File: src/rtl/neptune_pkg.sv
// Shared constants, FSM state type and gate-length lookup for the Neptune tuner front end.
package neptune_pkg;

  localparam int unsigned COUNT_W = 8;
  localparam int unsigned WIN_W   = 16;

  localparam int unsigned WIN0 = 1000;
  localparam int unsigned WIN1 = 2000;
  localparam int unsigned WIN2 = 4000;
  localparam int unsigned WIN3 = 3277;

  typedef enum logic {
    SETTLE  = 1'b0,
    MEASURE = 1'b1
  } state_t;

  function automatic int unsigned win_len(input logic [1:0] cfg);
    case (cfg)
      2'd0:    return WIN0;
      2'd1:    return WIN1;
      2'd2:    return WIN2;
      default: return WIN3;
    endcase
  endfunction

endpackage

File: src/rtl/neptune_pulse_window_counter_conditioner.sv
// Synchroniser, glitch filter and rising-edge detect for the raw input pulse.
module neptune_pulse_conditioner #(
  parameter int unsigned SYNC_STAGES = 2,
  parameter int unsigned FILTER_LEN  = 3
) (
  input  logic clk,
  input  logic rst,
  input  logic input_pulse,
  output logic pulse_level,
  output logic edge_strobe
);

  localparam int unsigned CNT_W = $clog2(FILTER_LEN + 1);
  localparam logic [CNT_W-1:0] FULL = CNT_W'(FILTER_LEN);

  logic [SYNC_STAGES-1:0] sync;
  logic [CNT_W-1:0]       cnt;
  logic                   synced;

  assign synced = sync[SYNC_STAGES-1];

  always_ff @(posedge clk or negedge rst) begin
    if (!rst) begin
      sync <= '0;
    end else begin
      sync <= {sync[SYNC_STAGES-2:0], input_pulse};
    end
  end

  // cnt holds how many consecutive synced samples have disagreed with the
  // current level; the level flips one cycle after the FILTER_LEN-th one.
  always_ff @(posedge clk or negedge rst) begin
    if (!rst) begin
      cnt         <= '0;
      pulse_level <= 1'b0;
      edge_strobe <= 1'b0;
    end else begin
      edge_strobe <= 1'b0;
      if (cnt == FULL) begin
        pulse_level <= ~pulse_level;
        edge_strobe <= ~pulse_level;
        cnt         <= (synced == pulse_level) ? CNT_W'(1) : '0;
      end else if (synced != pulse_level) begin
        cnt <= cnt + CNT_W'(1);
      end else begin
        cnt <= '0;
      end
    end
  end

endmodule

File: src/rtl/neptune_pulse_window_counter.sv
// Neptune tuner front end: counts filtered rising edges of input_pulse per gate window.
module neptune_pulse_window_counter #(
  parameter int unsigned SYNC_STAGES = 2,
  parameter int unsigned FILTER_LEN  = 3,
  parameter int unsigned COUNT_W     = neptune_pkg::COUNT_W,
  parameter int unsigned WIN_W       = neptune_pkg::WIN_W,
  parameter int unsigned WIN0        = neptune_pkg::win_len(2'd0),
  parameter int unsigned WIN1        = neptune_pkg::win_len(2'd1),
  parameter int unsigned WIN2        = neptune_pkg::win_len(2'd2),
  parameter int unsigned WIN3        = neptune_pkg::win_len(2'd3)
) (
  input  logic               clk,
  input  logic               rst,
  input  logic [1:0]         clk_config,
  input  logic               input_pulse,
  output logic               pulse_level,
  output logic               edge_strobe,
  output logic [COUNT_W-1:0] count_out,
  output logic               count_valid,
  output logic               overflow
);

  import neptune_pkg::*;

  logic [1:0]         cfg_q;
  logic [WIN_W-1:0]   win_cnt;
  logic [COUNT_W-1:0] edge_cnt;
  logic               sat;
  state_t             state;

  logic               cfg_change;
  logic               terminal;
  logic               cnt_max;
  logic [COUNT_W-1:0] edge_next;
  logic               sat_next;

  function automatic logic [WIN_W-1:0] reload_val(input logic [1:0] cfg);
    case (cfg)
      2'd0:    return WIN_W'(WIN0 - 1);
      2'd1:    return WIN_W'(WIN1 - 1);
      2'd2:    return WIN_W'(WIN2 - 1);
      default: return WIN_W'(WIN3 - 1);
    endcase
  endfunction

  neptune_pulse_conditioner #(
    .SYNC_STAGES (SYNC_STAGES),
    .FILTER_LEN  (FILTER_LEN)
  ) u_conditioner (
    .clk         (clk),
    .rst         (rst),
    .input_pulse (input_pulse),
    .pulse_level (pulse_level),
    .edge_strobe (edge_strobe)
  );

  // edge_next/sat_next include this cycle's strobe, so an edge on the terminal
  // cycle lands in the window that is closing.
  always_comb begin
    cfg_change = (clk_config != cfg_q);
    terminal   = (win_cnt == '0);
    cnt_max    = (edge_cnt == '1);
    edge_next  = edge_cnt;
    sat_next   = sat;
    if (edge_strobe) begin
      if (cnt_max) begin
        sat_next = 1'b1;
      end else begin
        edge_next = edge_cnt + COUNT_W'(1);
      end
    end
  end

  always_ff @(posedge clk or negedge rst) begin
    if (!rst) begin
      cfg_q       <= '0;
      win_cnt     <= reload_val(2'd0);
      edge_cnt    <= '0;
      sat         <= 1'b0;
      state       <= SETTLE;
      count_out   <= '0;
      overflow    <= 1'b0;
      count_valid <= 1'b0;
    end else begin
      cfg_q       <= clk_config;
      count_valid <= 1'b0;
      if (cfg_change) begin
        win_cnt  <= reload_val(clk_config);
        edge_cnt <= '0;
        sat      <= 1'b0;
        state    <= SETTLE;
      end else if (terminal) begin
        win_cnt  <= reload_val(cfg_q);
        edge_cnt <= '0;
        sat      <= 1'b0;
        state    <= MEASURE;
        if (state == MEASURE) begin
          count_out   <= edge_next;
          overflow    <= sat_next;
          count_valid <= 1'b1;
        end
      end else begin
        win_cnt  <= win_cnt - WIN_W'(1);
        edge_cnt <= edge_next;
        sat      <= sat_next;
      end
    end
  end

endmodule

File: config.mk
export PLATFORM = sky130hd
export DESIGN_NAME = neptune_pulse_window_counter
export DESIGN_NICKNAME = d
export VERILOG_FILES = /design/src/rtl/neptune_pkg.sv /design/src/rtl/neptune_pulse_window_counter_conditioner.sv /design/src/rtl/neptune_pulse_window_counter.sv
export SDC_FILE = /design/constraint.sdc
export NUM_CORES = 1
export LEC_CHECK = 0
export ABC_AREA = 1
export CORE_MARGIN = 2
export CORE_UTILIZATION = 43
export CTS_CLUSTER_SIZE = 25
export DETAILED_ROUTE_END_ITERATION = 10
export PLACE_DENSITY = 0.72
export RECOVER_POWER = 100
export SYNTH_ARGS = -nofsm -noshare
export SYNTH_HDL_FRONTEND = slang
export SYNTH_SLANG_ARGS = --single-unit
File: constraint.sdc
create_clock -name clk -period 2.1 [get_ports clk]
set_input_delay 0.525 -clock clk [delete_from_list [all_inputs] [get_ports clk]]
set_output_delay 0.525 -clock clk [all_outputs]
set_load 0.02 [all_outputs]
==> Word-level counts from Yosys, hierarchy flattened <==
Cells that the tools add are included.
{ "op_classes": {"n_eq_ne": 9, "mux": 21, "add_sub_neg": 3, "n_bitwise": 2, "reduce_logical": 5} }
{ "ops": {"columns": ["operator", "count"], "rows": [
  ["12-bit one-hot mux with 3 select lines", 2],
  ["16-bit two-way mux", 2],
  ["8-bit two-way mux", 4],
  ["16-bit zero test", 1],
  ["16-bit by 1-bit subtractor with 16-bit output, second input constant", 1],
  ["1-bit two-way mux", 11],
  ["8-bit by 1-bit adder with 8-bit output, second input constant", 1],
  ["8-bit == test, second input constant", 1],
  ["2-bit == test, second input constant", 3],
  ["2-bit by 1-bit == test with 1-bit output, second input constant", 2],
  ["2-bit zero test", 2],
  ["2-bit two-way mux", 2],
  ["3-bit AND reduction", 1],
  ["2-bit by 1-bit adder with 2-bit output, second input constant", 1],
  ["2-bit inequality test", 1],
  ["1-bit NOT", 2],
  ["2-bit nonzero test", 1],
  ["1-bit == test", 1],
  ["1-bit inequality test", 1]
]} }
{ "totals": {"elab_cells": 52, "output_inout_bits": 12, "in_bits": 5, "register_bits": 44} }

==> Depth between registers and ports, before layout <==
Gate-level depths: netlist of the first run.
{ "logic_depth": {"word_depth": 5, "depth_mapped": 11, "depth_no_buf": 11} }

==> Modules after synthesis <==
Synthesis of the first run repeated with hierarchy kept, for this count alone.
{ "hier_totals": {"hier_cells": 276, "area_unflattened_um2": 2239.6} }
{ "modules_own_cells": {"columns": ["module", "seq_area_each_um2", "area_per_inst_um2", "n_inst", "cells_each"], "rows": [
  ["neptune_pulse_window_counter", 960.9, 2016.9, 1, 255],
  ["neptune_pulse_conditioner", 150.1, 222.7, 1, 21]
]} }

==> Worst setup path before layout of the first run <==
OpenSTA, ideal clock, no wires.
{ "synth_path": {"kind": "register -> register", "startpoint": "register win_cnt[0]", "endpoint": "register edge_cnt[4]", "required_ns": 2.018, "n_path_buf": 1, "path_stages_with_launch": 9, "setup_ns": 0.082, "path_slack_ns": 0.515, "arrival_time_ns": 1.503, "period_less_slack_ns": 1.585, "cell_sequence": "dfstp_2 inv_1 ha_1 nand2_4 nor2_8 nand2_4 nand2_1 buf_2 a31oi_1"} }
{ "synth_between": {"elab_chain_cells": 3} }
{ "synth_rtl": {"columns": ["element", "line", "source"], "rows": [
  ["start: declaration", "neptune_pulse_window_counter.sv:26", "logic [WIN_W-1:0] win_cnt;"],
  ["start signal: assignment", "neptune_pulse_window_counter.sv:77", "win_cnt <= reload_val(2'd0);"],
  ["start signal: assignment", "neptune_pulse_window_counter.sv:88", "win_cnt <= reload_val(clk_config);"],
  ["start signal: assignment", "neptune_pulse_window_counter.sv:93", "win_cnt <= reload_val(cfg_q);"],
  ["16-bit zero test", "neptune_pulse_window_counter.sv:61", "terminal = (win_cnt == '0);"],
  ["8-bit two-way mux", "neptune_pulse_window_counter.sv:92", "end else if (terminal) begin"],
  ["8-bit two-way mux", "neptune_pulse_window_counter.sv:87", "if (cfg_change) begin"],
  ["end signal: assignment", "neptune_pulse_window_counter.sv:104", "edge_cnt <= edge_next;"],
  ["end: declaration", "neptune_pulse_window_counter.sv:27", "logic [COUNT_W-1:0] edge_cnt;"]
]} }
Every way passes these cells.
A chain may end at the register's enable or synchronous reset.

==> Worst setup path after layout of the first run <==
{ "layout_path": {"startpoint": "register u_conditioner.edge_strobe", "endpoint": "output port edge_strobe"} }
{ "layout_rtl": {"columns": ["element", "line", "source"], "rows": [
  ["start: declaration", "neptune_pulse_window_counter_conditioner.sv:10", "output logic edge_strobe"],
  ["start signal: assignment", "neptune_pulse_window_counter_conditioner.sv:41", "edge_strobe <= ~pulse_level;"],
  ["end: declaration", "neptune_pulse_window_counter.sv:17", "output logic edge_strobe,"]
]} }
No word-level cell between the ends.

==> results of run 1 <==
-- layer usage --
layer	GRT usage	share of wire	vias to the layer above
met2	0.254	0.46	25
met3	0.0317	0.039	5
li1	-	-	889
met4	0.0585	0.017	0
met1	0.219	0.48	757
met5	0	0	-
-- registers in the layout (all words and copies together), names as in the netlist --
register,flops
count_valid,1
count_out,8
u_conditioner.cnt,2
edge_cnt,8
win_cnt,16
cfg_q,2
overflow,1
u_conditioner.pulse_level,1
u_conditioner.edge_strobe,1
sat,1
u_conditioner.sync,2
state,1
-- kinds of logic (layout without fill, tap and decap cells) --
group,Yosys count,count (layout),synth area share
DFF,44,44,0.503
and+or+nand+nor,156,156,0.328
adders and majority gates,3,3,0.0170
buffers and inverters,24,54,0.0459
xor gates and xnor gates,13,13,0.0515
AOI/OAI and AO/OA,22,22,0.0544
-- Yosys cell counts, types with 2 or more instances --
library cell / number / share of area
nand2_1: 84 / 0.14
nor2_4: 2 / 0.010
xnor2_1: 8 / 0.032
nor3_1: 6 / 0.014
nor2_1: 30 / 0.051
a21oi_1: 9 / 0.020
nand2_4: 3 / 0.015
o21ai_0: 8 / 0.018
nor2_8: 2 / 0.018
xor2_1: 5 / 0.020
ha_1: 3 / 0.017
nand3b_1: 2 / 0.0068
dfrtp_1: 36 / 0.41
dfstp_2: 8 / 0.095
nand4_1: 2 / 0.0057
or2_2: 4 / 0.011
nand3_1: 15 / 0.034
nor2_2: 3 / 0.0085
inv_1: 20 / 0.034
-- per-stage QoR --
stage               instance area, um2  worst slack (ps)
floorplan                         2210               515
global placement                  2500               168
detailed placement                2500              90.2
CTS                               2590               105
global route                      2560              54.2
finish                            2560               115
-- layout make-up --
| class | count | area (um2) | area share |
|---|---|---|---|
| clock buffer | 6 | 82.6 | 0.0322 |
| clock inverter | 2 | 15.0 | 0.00586 |
| inverter | 22 | 85.1 | 0.0332 |
| multi-input combinational | 194 | 978 | 0.382 |
| sequential | 44 | 1110 | 0.433 |
| tap | 70 | 87.6 | 0.0342 |
| timing repair buffer | 24 | 204 | 0.0796 |
-- worst max-delay path by stage --
stage / from / end / slack [ps] / cells after the start
6_report: u_conditioner.edge_strobe$_DFF_PN0_ / edge_strobe / 110 / 1
2_1_floorplan: win_cnt[0]$_DFF_PN1_ / edge_cnt[4]$_DFF_PN0_ / 520 / 8
4_1_cts: u_conditioner.edge_strobe$_DFF_PN0_ / edge_strobe / 110 / 1
3_3_place_gp: clk_config[0] / count_out[3]$_DFFE_PN0P_ / 170 / 9
5_1_grt: win_cnt[0]$_DFF_PN1_ / win_cnt[1]$_DFF_PN1_ / 50 / 8
3_5_place_dp: clk_config[1] / win_cnt[1]$_DFF_PN1_ / 90 / 7
-- power breakdown --
group	switching, uW	internal (uW)
sequential	59.6	923
combinational	176	130
clock	286	266
total	522	1320
==> qor.txt, run 1 <==
PLACEMENT
------------------------------------------------------------------------------------
Quantity of I/O buffers inserted on ports                                         16
HPWL after detailed placement                                                3000 um
Placed Cells incl. Taps                                                          354
Routability congestion estimate from global placement                          0.788

STA
------------------------------------------------------------------------------------
Total negative slack for setup checks                                           0 ps
Maximum clock frequency                                                    0.504 GHz
Actual transition at the worst max-transition pin                            1700 ps
Fraction of the cycle the final worst path needs                               0.945
Worst clock skew                                                             8.30 ps
Final worst path period need                                                 1990 ps
Relative slew slack                                                           -0.133
Max Transition Viols Final                                                        34
Final hold violations                                                              0
Setup-violating endpoint count in the final report                                 0
Unrepaired setup endpoints after global routing                                false
Post-route worst hold slack                                                   356 ps

SETUP PATH
------------------------------------------------------------------------------------
Slowest stage cell, crit path                                           clkdlybuf4s50_1
Arrival time at the worst endpoint                                           1460 ps
Worst reg-to-reg setup slack                                                  210 ps
Kind of start point of the critical path                                   flip-flop
Top cell family by delay on the critical path                           buffers and inverters
CP Cell Sequence                                                        clkdlybuf4s50_1
Largest driver fanout on the critical path                                         9
Buffering stage count on the worst path with inverters included                    1
Critical R2R Launch                                                     win_cnt[0]$_DFF_PN1_
R2r worst-path depth                                                               8
Crit path capture type                                                  primary output
Critical register-to-register path endpoint                             win_cnt[1]$_DFF_PN1_
Critical Path Max Stage Delay                                                 660 ps
Required time at the endpoint of the critical path                           1570 ps
Crit Path Category                                                        reg -> out

DRT
------------------------------------------------------------------------------------
Post-route antenna net violation count                                             0
Vias post-DR                                                                    1676
Detailed-routing iteration count for the pre-antenna-repair pass                   4
Per-cell routed wire length                                                  10.8 um
Final wirelength                                                             3920 um
Detailed Route Iter0 Violations                                                   53
DRC violations left                                                                0
Via density per instance                                                        4.63

FLOORPLANNING
------------------------------------------------------------------------------------
Effective utilization at floorplan                                             0.438
Die width                                                                    75.7 um
Die extent in y                                                              75.7 um
Total number of placement rows                                                    26
Core area                                                                   5040 um2
Area of the die                                                             5730 um2
Count of boundary I/O pins                                                        17

CLOCK NETWORK
------------------------------------------------------------------------------------
CTS clk-pin slew, worst paths                                                  80 ps
Number of clock sinks                                                             44
Number of buffers between clock root and the deepest sink                          2
Clock buffer count from CTS                                                        5
Depth of the CTS H-tree                                                            2
Post-CTS setup-driven buffer insertion count                                       0
Insertion delay to the later sink of the worst-skew pair                      300 ps
CTS tree                                                                        done
Quantity of gates resized following cts                                            0
Root buffer cell                                                            clkbuf_8
Hold bufs inserted after CTS                                                       0

SYNTH
------------------------------------------------------------------------------------
Mean Syn Cell Area                                                          8.43 um2
Count of synthesis-stage warnings from yosys                                       0
Synth unique cells                                                                31
Share of synthesized area occupied by flip-flops and latches                   0.503
Synthesized cell area                                                       2210 um2
Commonest register cell after synthesis                                      dfrtp_1
Cell count after synthesis                                                       262
Number of flops mapped to enable cells by yosys                                    0
Share of flip-flops with an asynchronous set or reset after synthesis           1.00
Flip-flop and latch count after synthesis                                         44
Synthesized net count                                                            270

FINAL LAYOUT
------------------------------------------------------------------------------------
Finished Core Util                                                             0.508
Fraction of final layout cells with drive strength greater than 1              0.127
Layout-stage area growth over the synthesis result                             16.0%
Highest-count cells in the layout ignoring fill and taps                nand2_1, dfrtp_1, nor2_1, inv_1, nand3_1
Non-filler cells, final                                                          362
Count of filler cells inserted in the layout                                     487
Ant diodes                                                                         0
Most common library cell in the layout ignoring fill and taps                nand2_1
Post-layout nets                                                                 299

WORST HOLD PATH
------------------------------------------------------------------------------------
HP Class                                                                  reg -> reg
Hold depth                                                                         0
End of the worst hold path                                              u_conditioner.sync[1]$_DFF_PN0_
Hold Startpoint                                                         u_conditioner.sync[0]$_DFF_PN0_

PWR
------------------------------------------------------------------------------------
Leakage power figure                                                      0.00130 uW
PwrDens                                                                   718 nW/um2
Total design power                                                           1840 uW
Peak ir drop on the vdd network                                           0.000589 V

RUN STATUS
------------------------------------------------------------------------------------
Status                                                                  finished, violations left
Violations in the final reports                                         max-capacitance violations, max-slew violations

GLOBAL ROUTE
------------------------------------------------------------------------------------
Global-route usage over all layers                                             0.160
Maximum number of pins on one net before global-route repair                      34
Vias in the first global route                                                  1564
Overflow left after global routing                                                 0
First-pass GRT wire length                                                   6930 um
Initial antenna violation count                                                    0

FLOW RUN
------------------------------------------------------------------------------------
Maximum Capacitance Violations                                                     1

No activity file was read; power rests on OpenSTA's default activity.
==> run 2, diff against run 1 <==
Settings changed: CORE_ASPECT_RATIO set to 0.7.
==> run 2 against run 1 <==
The flow now finishes without violations. Count of clock-buffer cells in the layout shrank 1. Power grew 6.0%. Sequential cell count is the same. First-iteration DRC count grew 87%. Clock skew shrank 1.7 ps. Sequential share of layout area is the same. Highest routed layer unchanged.
==> qor.txt, run 2 (synthesized netlist as in run 1, its figures left out) <==
RUN STATUS
----------------------------------------------------------------------------------
Status                                                                complete, no violations   was finished, violations left

FINAL LAYOUT
----------------------------------------------------------------------------------
Highest-count cells in the layout ignoring fill and taps              nand2_1, dfrtp_1, nor2_1, inv_1, nand3_1   unchanged
Post-layout nets                                                               298   was 299
Most common library cell in the layout ignoring fill and taps              nand2_1   unchanged
Non-Filler Cell Area, Final                                               2560 um2   unchanged
Fraction of final layout cells with drive strength greater than 1            0.120   was 0.127
Top register by number of flip-flops                                       win_cnt   unchanged
Ant diodes                                                                       0   unchanged
Layout-stage area growth over the synthesis result                           16.0%   unchanged
Registers with the most flip-flops                                    win_cnt x16, count_out x8, edge_cnt x8   unchanged
Flip-flop count of the largest register, all copies and words added             16   unchanged

FLOORPLANNING
----------------------------------------------------------------------------------
Effective utilization at floorplan                                           0.455   was 0.438
Total number of placement rows                                                  21   was 26
Core area                                                                 4860 um2   was 5040 um2
Count of boundary I/O pins                                                      17   unchanged
Area of the die                                                           5740 um2   was 5730 um2
Die extent in y                                                            64.0 um   was 75.7 um
Die width                                                                  89.7 um   was 75.7 um

SETUP PATH
----------------------------------------------------------------------------------
Worst reg-to-reg setup slack                                                160 ps   was 210 ps
Arrival time at the worst endpoint                                         1450 ps   was 1460 ps
Path length in cells of the critical path                                        1   unchanged
Kind of start point of the critical path                                 flip-flop   unchanged
Slowest stage cell, crit path                                         clkdlybuf4s50_1   unchanged
Required time at the endpoint of the critical path                         1570 ps   about the same
R2r worst-path depth                                                             8   unchanged
Critical Path Max Stage Delay                                               660 ps   about the same
Crit Path Category                                                      reg -> out   unchanged
CP Cell Sequence                                                      clkdlybuf4s50_1   unchanged
Buffering stage count on the worst path with inverters included                  1   unchanged
Largest driver fanout on the critical path                                       9   unchanged
Crit path capture type                                                primary output   unchanged
Top cell family by delay on the critical path                         buffers and inverters   unchanged

PLACEMENT
----------------------------------------------------------------------------------
Placement-stage cell area                                                 2490 um2   was 2500 um2
Pre-CTS WS                                                                  102 ps   was 90.2 ps
Routability congestion estimate from global placement                        0.861   was 0.788
HPWL after detailed placement                                              2980 um   was 3000 um
Quantity of I/O buffers inserted on ports                                       16   unchanged

PWR
----------------------------------------------------------------------------------
Portion of total power attributed to the clock network                       0.338   was 0.300
P_sw                                                                        544 uW   was 522 uW
Internal power summed over all cells                                       1410 uW   was 1320 uW
Leakage power figure                                                    0.00131 uW   was 0.00130 uW
Sequential Power Share                                                       0.504   was 0.534
Peak ir drop on the vdd network                                         0.000387 V   was 0.000589 V
PwrDens                                                                 761 nW/um2   was 718 nW/um2
Switching portion of total power                                             0.279   was 0.283
Combinational fraction of design power                                       0.158   was 0.166

STA
----------------------------------------------------------------------------------
Max Transition Viols Final                                                       0   was 34
Maximum clock frequency                                                  0.506 GHz   was 0.504 GHz
Total negative slack for setup checks                                         0 ps   unchanged
Final hold violations                                                            0   unchanged
Worst clock skew                                                           6.59 ps   was 8.30 ps
Final worst path period need                                               1980 ps   was 1990 ps
Unrepaired setup endpoints after global routing                              false   unchanged
Setup-violating endpoint count in the final report                               0   unchanged
Actual transition at the worst max-transition pin                          1420 ps   was 1700 ps
Fraction of the cycle the final worst path needs                             0.941   was 0.945
Post-route worst hold slack                                                 353 ps   was 356 ps
Relative slew slack                                                         0.0558   was -0.133
Final critical-path setup slack                                             124 ps   was 115 ps

GLOBAL ROUTE
----------------------------------------------------------------------------------
Maximum number of pins on one net before global-route repair                    28   was 34
First-pass GRT wire length                                                 7110 um   was 6930 um
Vias in the first global route                                                1562   was 1564
Global-route usage over all layers                                           0.163   was 0.160
Overflow left after global routing                                               0   unchanged
Initial antenna violation count                                                  0   unchanged

DRT
----------------------------------------------------------------------------------
Post-route antenna net violation count                                           0   unchanged
Vias post-DR                                                                  1699   was 1676
Via density per instance                                                      4.72   was 4.63
Detailed Route Iter0 Violations                                                 99   was 53
Final wirelength                                                           4070 um   was 3920 um
Detailed-routing iteration count for the pre-antenna-repair pass                 4   unchanged
DRC violations left                                                              0   unchanged
Per-cell routed wire length                                                11.3 um   was 10.8 um

CLOCK NETWORK
----------------------------------------------------------------------------------
Depth of the CTS H-tree                                                          2   unchanged
Quantity of gates resized following cts                                          0   unchanged
Hold bufs inserted after CTS                                                     0   unchanged
Post-CTS setup-driven buffer insertion count                                     0   unchanged
Clock buffer count from CTS                                                      5   unchanged
CTS clk-pin slew, worst paths                                                80 ps   about the same
Number of clock sinks                                                           44   unchanged
Insertion delay to the later sink of the worst-skew pair                    300 ps   about the same
Number of buffers between clock root and the deepest sink                        2   unchanged
Root buffer cell                                                          clkbuf_8   unchanged
CTS tree                                                                      done   unchanged

WORST HOLD PATH
----------------------------------------------------------------------------------
HP Class                                                                reg -> reg   unchanged
Hold depth                                                                       0   unchanged

FLOW RUN
----------------------------------------------------------------------------------
Maximum Capacitance Violations                                                   0   was 1

## run 2: cell types whose count changed in the layout (fill, tap and decap cells not counted)
cell             previous run  this run
dlygate4sd3_1              14        13
inv_4                       1         0
clkinvlp_4                  2         1
clkbuf_1                    3         4
clkdlybuf4s50_1             1         2
bufinv_16                   0         1
inv_6                       0         1
clkbuf_8                    6         5
clkbuf_2                    1         2
buf_4                       5         2
inv_2                       0         1
## run 2: per-stage QoR
| step | utilization | total power [uW] | std cells |
|---|---|---|---|
| 2_1_floorplan | - | 1200 | 262 |
| 3_3_place_gp | 0.512 | 1320 | 352 |
| 3_5_place_dp | 0.512 | 1320 | 352 |
| 4_1_cts | 0.535 | 1990 | 360 |
| 5_1_grt | 0.527 | 2070 | 360 |
| 6_report | 0.527 | 1950 | 360 |
## run 2: path summary, 6_finish.rpt
kind                                                           from                              end
worst max register to register                 win_cnt[0]$_DFF_PN1_            win_cnt[13]$_DFF_PN0_
worst min register to register      u_conditioner.sync[0]$_DFF_PN0_  u_conditioner.sync[1]$_DFF_PN0_
max in group asynchronous                                       rst   u_conditioner.cnt[0]$_DFF_PN0_
worst min-delay path                u_conditioner.sync[0]$_DFF_PN0_  u_conditioner.sync[1]$_DFF_PN0_
worst max-delay path            u_conditioner.edge_strobe$_DFF_PN0_                      edge_strobe
min in group asynchronous                                       rst            win_cnt[15]$_DFF_PN0_
## run 2: area by class of cell
type,instances,area (um2)
sequential,44,1110
tap,69,86.3
inverter,22,82.6
clock buffer,5,68.8
fill,448,2300
multi-input combinational,194,978
clock inverter,3,46.3
timing repair buffer,23,190
## run 2: layer usage
layer  track usage  vias up  part of all wire
met2         0.222       39              0.40
met1         0.250      770              0.53
met3        0.0349        5             0.054
met4        0.0672        0             0.016
li1              -      885                 -
met5             0        -                 0
## run 2: power groups by stage
stage	clock network [uW]	logic [uW]	registers, uW
final	660	308	983
after detailed placement	0	323	1000
after global placement	0	317	999
after CTS	685	325	984
after global routing	721	358	995
after floorplan	0	200	1000
